<file path="config.mk">
export PLATFORM = sky130hd
export DESIGN_NAME = da_tap_feeder
export DESIGN_NICKNAME = d
export VERILOG_FILES = /design/src/rtl/da_tap_feeder.sv
export SDC_FILE = /design/constraint.sdc
export NUM_CORES = 1
export LEC_CHECK = 0
export ABC_CLOCK_PERIOD_IN_PS = 4800
export BUFFER_PORTS_ARGS = -buffer_cell sky130_fd_sc_hd__buf_4
export CAP_MARGIN = 10
export CORE_AREA = 2 2 103 105
export DETAILED_ROUTE_END_ITERATION = 12
export DIE_AREA = 0 0 105 107
export PLACE_DENSITY = 0.67
export SYNTH_ARGS = -nofsm -noshare
export SYNTH_HDL_FRONTEND = slang
export SYNTH_SLANG_ARGS = --single-unit
</file>
<file path="constraint.sdc">
create_clock -name clk -period 4.8 [get_ports clk]
set_input_delay 0.72 -clock clk [delete_from_list [all_inputs] [get_ports clk]]
set_output_delay 0.72 -clock clk [all_outputs]
set_load 0.05 [all_outputs]
</file>
<file path="src/rtl/da_tap_feeder.sv">
// Tap delay-line feeder for the 8-tap DA FIR core: one sample per FRAME_CYCLES-clock frame, taps held for the whole frame.
// in_ready comes only from registered state; optional synchronous delay-line clear via `flush` when DA_FEEDER_FLUSH_EN is defined.
module da_tap_feeder #(
  parameter int DATA_W       = 8,
  parameter int FRAME_CYCLES = 16
) (
  input  logic                     clk,
  input  logic                     reset,
  input  logic signed [DATA_W-1:0] in_data,
  input  logic                     in_valid,
  output logic                     in_ready,
  output logic signed [DATA_W-1:0] x1_bit,
  output logic signed [DATA_W-1:0] x2_bit,
  output logic signed [DATA_W-1:0] x3_bit,
  output logic signed [DATA_W-1:0] x4_bit,
  output logic signed [DATA_W-1:0] x5_bit,
  output logic signed [DATA_W-1:0] x6_bit,
  output logic signed [DATA_W-1:0] x7_bit,
  output logic signed [DATA_W-1:0] x8_bit,
  output logic                     frame_start,
  output logic                     frame_done,
  output logic                     frame_busy,
  output logic [15:0]              frame_cnt
`ifdef DA_FEEDER_FLUSH_EN
  ,
  input  logic                     flush
`endif
);

  localparam int CW = (FRAME_CYCLES > 2) ? $clog2(FRAME_CYCLES) : 1;
  localparam logic [CW-1:0] LAST = CW'(FRAME_CYCLES - 1);

  typedef enum logic {IDLE = 1'b0, RUN = 1'b1} state_t;

  state_t                     state_q;
  logic [CW-1:0]              cnt_q;
  logic signed [DATA_W-1:0]   taps_q [8];
  logic                       frame_start_q;
  logic [15:0]                frame_cnt_q;
  logic                       flush_w;
  logic                       accept;

`ifdef DA_FEEDER_FLUSH_EN
  assign flush_w = flush;
`else
  assign flush_w = 1'b0;
`endif

  assign frame_done  = (state_q == RUN) && (cnt_q == LAST);
  assign frame_busy  = (state_q == RUN);
  assign in_ready    = ((state_q == IDLE) || frame_done) && !flush_w;
  assign accept      = in_valid && in_ready;
  assign frame_start = frame_start_q;
  assign frame_cnt   = frame_cnt_q;

  assign x1_bit = taps_q[0];
  assign x2_bit = taps_q[1];
  assign x3_bit = taps_q[2];
  assign x4_bit = taps_q[3];
  assign x5_bit = taps_q[4];
  assign x6_bit = taps_q[5];
  assign x7_bit = taps_q[6];
  assign x8_bit = taps_q[7];

  always_ff @(posedge clk or negedge reset) begin
    if (!reset) begin
      state_q       <= IDLE;
      cnt_q         <= '0;
      frame_start_q <= 1'b0;
      frame_cnt_q   <= '0;
      for (int k = 0; k < 8; k++) taps_q[k] <= '0;
    end else begin
      // A flushed frame is abandoned, so it is not counted as completed.
      if (frame_done && !flush_w) frame_cnt_q <= frame_cnt_q + 16'd1;

      if (flush_w) begin
        state_q       <= IDLE;
        cnt_q         <= '0;
        frame_start_q <= 1'b0;
        for (int k = 0; k < 8; k++) taps_q[k] <= '0;
      end else if (accept) begin
        taps_q[0] <= in_data;
        for (int k = 1; k < 8; k++) taps_q[k] <= taps_q[k-1];
        state_q       <= RUN;
        cnt_q         <= '0;
        frame_start_q <= 1'b1;
      end else begin
        frame_start_q <= 1'b0;
        if (state_q == RUN) begin
          if (frame_done) begin
            state_q <= IDLE;
            cnt_q   <= '0;
          end else begin
            cnt_q <= cnt_q + 1'b1;
          end
        end
      end
    end
  end

endmodule
</file>
==> key figures <==
STA
  • Clock Skew: between 10 and 15 ps
  • Post-layout min period: 2491 ps
  • Fin. Hold Viols: 0
  • Fmax: about 0.4 GHz
  • RSZ-0062 raised after global routing: no
  • Final setup vio count: 0
  • Setup TNS after final layout: 0 ps
  • Post-route setup slack: 2309 ps
  • Fin crit share: 0.5190
  • Slew Viols, Final: 0
  • Worst Tran Pin Value: 1116 ps
  • Worst slew margin: 0.2562

Clocking
  • Setup Fix Bufs, Post-CTS: 0
  • CTS Buffer Depth: 2
  • CTS Buf Count: 9
  • # clock sinks: 86
  • CTS Root Cell: clkbuf_8
  • Clock-pin slew on the worst setup and hold paths: 90 ps
  • CTS tree: built
  • H-Tree Level Count: 3
  • CTS Hold Bufs: 0
  • Clock latency on the worst-skew pair: roughly 360 ps
  • Post-CTS resize count: 0

Synthesis
  • EDFF count, synth: 0
  • Synthesized instance count: 227
  • Net count after synthesis: 240
  • Synth unique cells: 31
  • Yosys reg bits: 86
  • Mean Syn Cell Area: 16.01 µm²
  • Sequential fraction of the synthesis area: 0.5921
  • Fraction of registers with async set/reset: 1.000
  • Top FF cell, synth: dfrtp_1
  • Synth Warn #: 0
  • Mapped cell area: ~3600 µm²

Place
  • Gpl congestion: 0.7785
  • Post-DP HPWL: around 4600 µm
  • Placed Area: 4382 µm²
  • # port buffers: 94
  • Place WS: between 2000 and 2500 ps
  • Placed Cells incl. Taps: 449

Worst setup path
  • CP endpoint kind: flop
  • CP required: 5040 ps
  • R2r setup slk: 2310 ps
  • WP data arrival: 2730 ps
  • Crit-path max FO: 65
  • Crit path kind: flop to flop
  • Worst Setup Start Kind: flop

Power and ir drop
  • Total power: 2.915 mW
  • Cell Pwr Density: roughly 630 nW/µm²
  • Leakage: 2.322 nW
  • Worst vdd ir: 0.0004286 V

GRT
  • Global-route wire length before repair: 10830 µm
  • GR Overflow Total: 0
  • Largest net degree at the start of global routing: 66
  • GRT Util Overall: 0.1238
  • Initial antenna violation count: 0
  • Vias in the first global route: 2085

Die
  • # rows: 37
  • I/O pin cnt: 95
  • Initial core utilization: 0.3602
  • Die W: 105 µm
  • Die Height: 107 µm
  • Core Box Area: 10090 µm²
  • Die area: 11240 µm²

Route
  • Post-detailed-route count of antenna-violating nets: 0
  • DR DRC count: 0
  • DR WL/cell: around 14 µm
  • Vias per cell: 4.490
  • Post-Route WL: approximately 6700 µm
  • TritonRoute pass-1 iters: 4
  • Initial DRC Count: 63
  • Via count: 2088

Layout
  • Multi-input gate area: between 1000 and 1500 µm²
  • Register area: 2152 µm²
  • Layout cell share with drive strength beyond 1: 0.5441
  • Final #Nets: 337
  • Final-layout fill cell count: 937
  • Area growth syn-to-layout: 26.85%
  • Final instance area: 4611 µm²
  • Finished Layout Cells: about 470
  • # diodes: 0

Run
  • Max cap viols: 0

Min path
  • Hold WC Path Type: input pin to async pin

Status
  • Status: complete, no violations
[cells in the final DEF (no fill, tap or decap), drive strengths merged, types with 2 or more instances in the layout]
cell type,synthesis,routed
bufinv,0,2
buf,8,95
xnor2,13,13
ha,2,2
mux2,64,64
nand3,6,6
clkbuf,1,10
inv,2,5
nor2,5,5
and3,3,3
nand4,5,5
dfrtp,86,86
xor2,3,3
nand2,14,14
o21ai,2,2
[cell type report]
class	instances	area share
Timing Repair Buffer	95	0.1547
Tap cell	136	0.03691
Sequential cell	86	0.4668
Clock buffer	10	0.02985
Multi-Input combinational cell	130	0.2904
Inverter	2	0.001628
Clock inverter	6	0.01981
[logic make-up after synthesis]
group	share of synthesized area
buffers and inverters	0.03959
and+or+nand+nor	0.06059
adders and majority gates	0.006884
muxes	0.2489
AOI/OAI and AO/OA	0.01343
DFF	0.5921
xor gates and xnor gates	0.03856
[sequential cells by signal, summed over array words and instances (netlist names)]
signal       flops
x8_bit           8
x2_bit           8
x3_bit           8
x6_bit           8
x7_bit           8
x5_bit           8
x1_bit           8
frame_cnt       16
x4_bit           8
frame_start      1
frame_busy       1
cnt_q            4
[stage by stage]
stage | hold slack, ps | utilization
after CTS | 355.4 | 0.4569
after floorplan | 424.4 | -
after global routing | 377.6 | 0.4569
after global placement | 466.0 | 0.4342
after detailed placement | 468.3 | 0.4342
final | 338.3 | 0.4569
[worst max-delay path: stages (launching register included)]
cell and delay (ps):
dfrtp_1 420, ha_1 250, and3_4 220, nand2b_4 130, and2_4 870, mux2_2 420
[routing by layer]
metal	global-route usage	share of wire	vias to the layer above
met5	0	0	-
met3	0.04255	0.065	10
li1	-	-	984
met1	0.1670	0.47	1029
met4	0.05048	0.015	0
met2	0.1823	0.45	65
[cell usage after synthesis (2+ instances only)]
cell type | number | area (µm²)
o21ai_0 | 2 | 10.01
inv_1 | 2 | 7.510
mux2_2 | 15 | 168.9
ha_1 | 2 | 25.02
buf_12 | 6 | 120.1
nand3_1 | 6 | 30.03
and3_1 | 2 | 12.51
nor2_1 | 5 | 18.77
mux2_4 | 49 | 735.7
xor2_1 | 3 | 26.28
dfrtp_1 | 86 | 2152
nand2_1 | 14 | 52.55
nand4_1 | 5 | 31.28
xnor2_1 | 13 | 113.9
[power breakdown]
| group | internal, mW | switching (mW) | leakage, nW |
|---|---|---|---|
| Sequential | 0.904 | 0.169 | 1.15 |
| Combinational | 0.471 | 0.789 | 1.05 |
| Clock | 0.312 | 0.270 | 0.118 |
| Total | 1.69 | 1.23 | 2.32 |
[final timing paths]
kind                                  to     startpoint  cells past startpoint
max                            x3_bit[3]       cnt_q[0]                      5
max in group asynchronous      x6_bit[2]          reset                      2
min                            x8_bit[3]          reset                      1
min reg2reg                frame_cnt[15]  frame_cnt[15]                      1
min in group clk           frame_cnt[15]  frame_cnt[15]                      1
max reg2reg                    x3_bit[3]       cnt_q[0]                      5
Note: power is estimated with default switching activity, not from simulation.
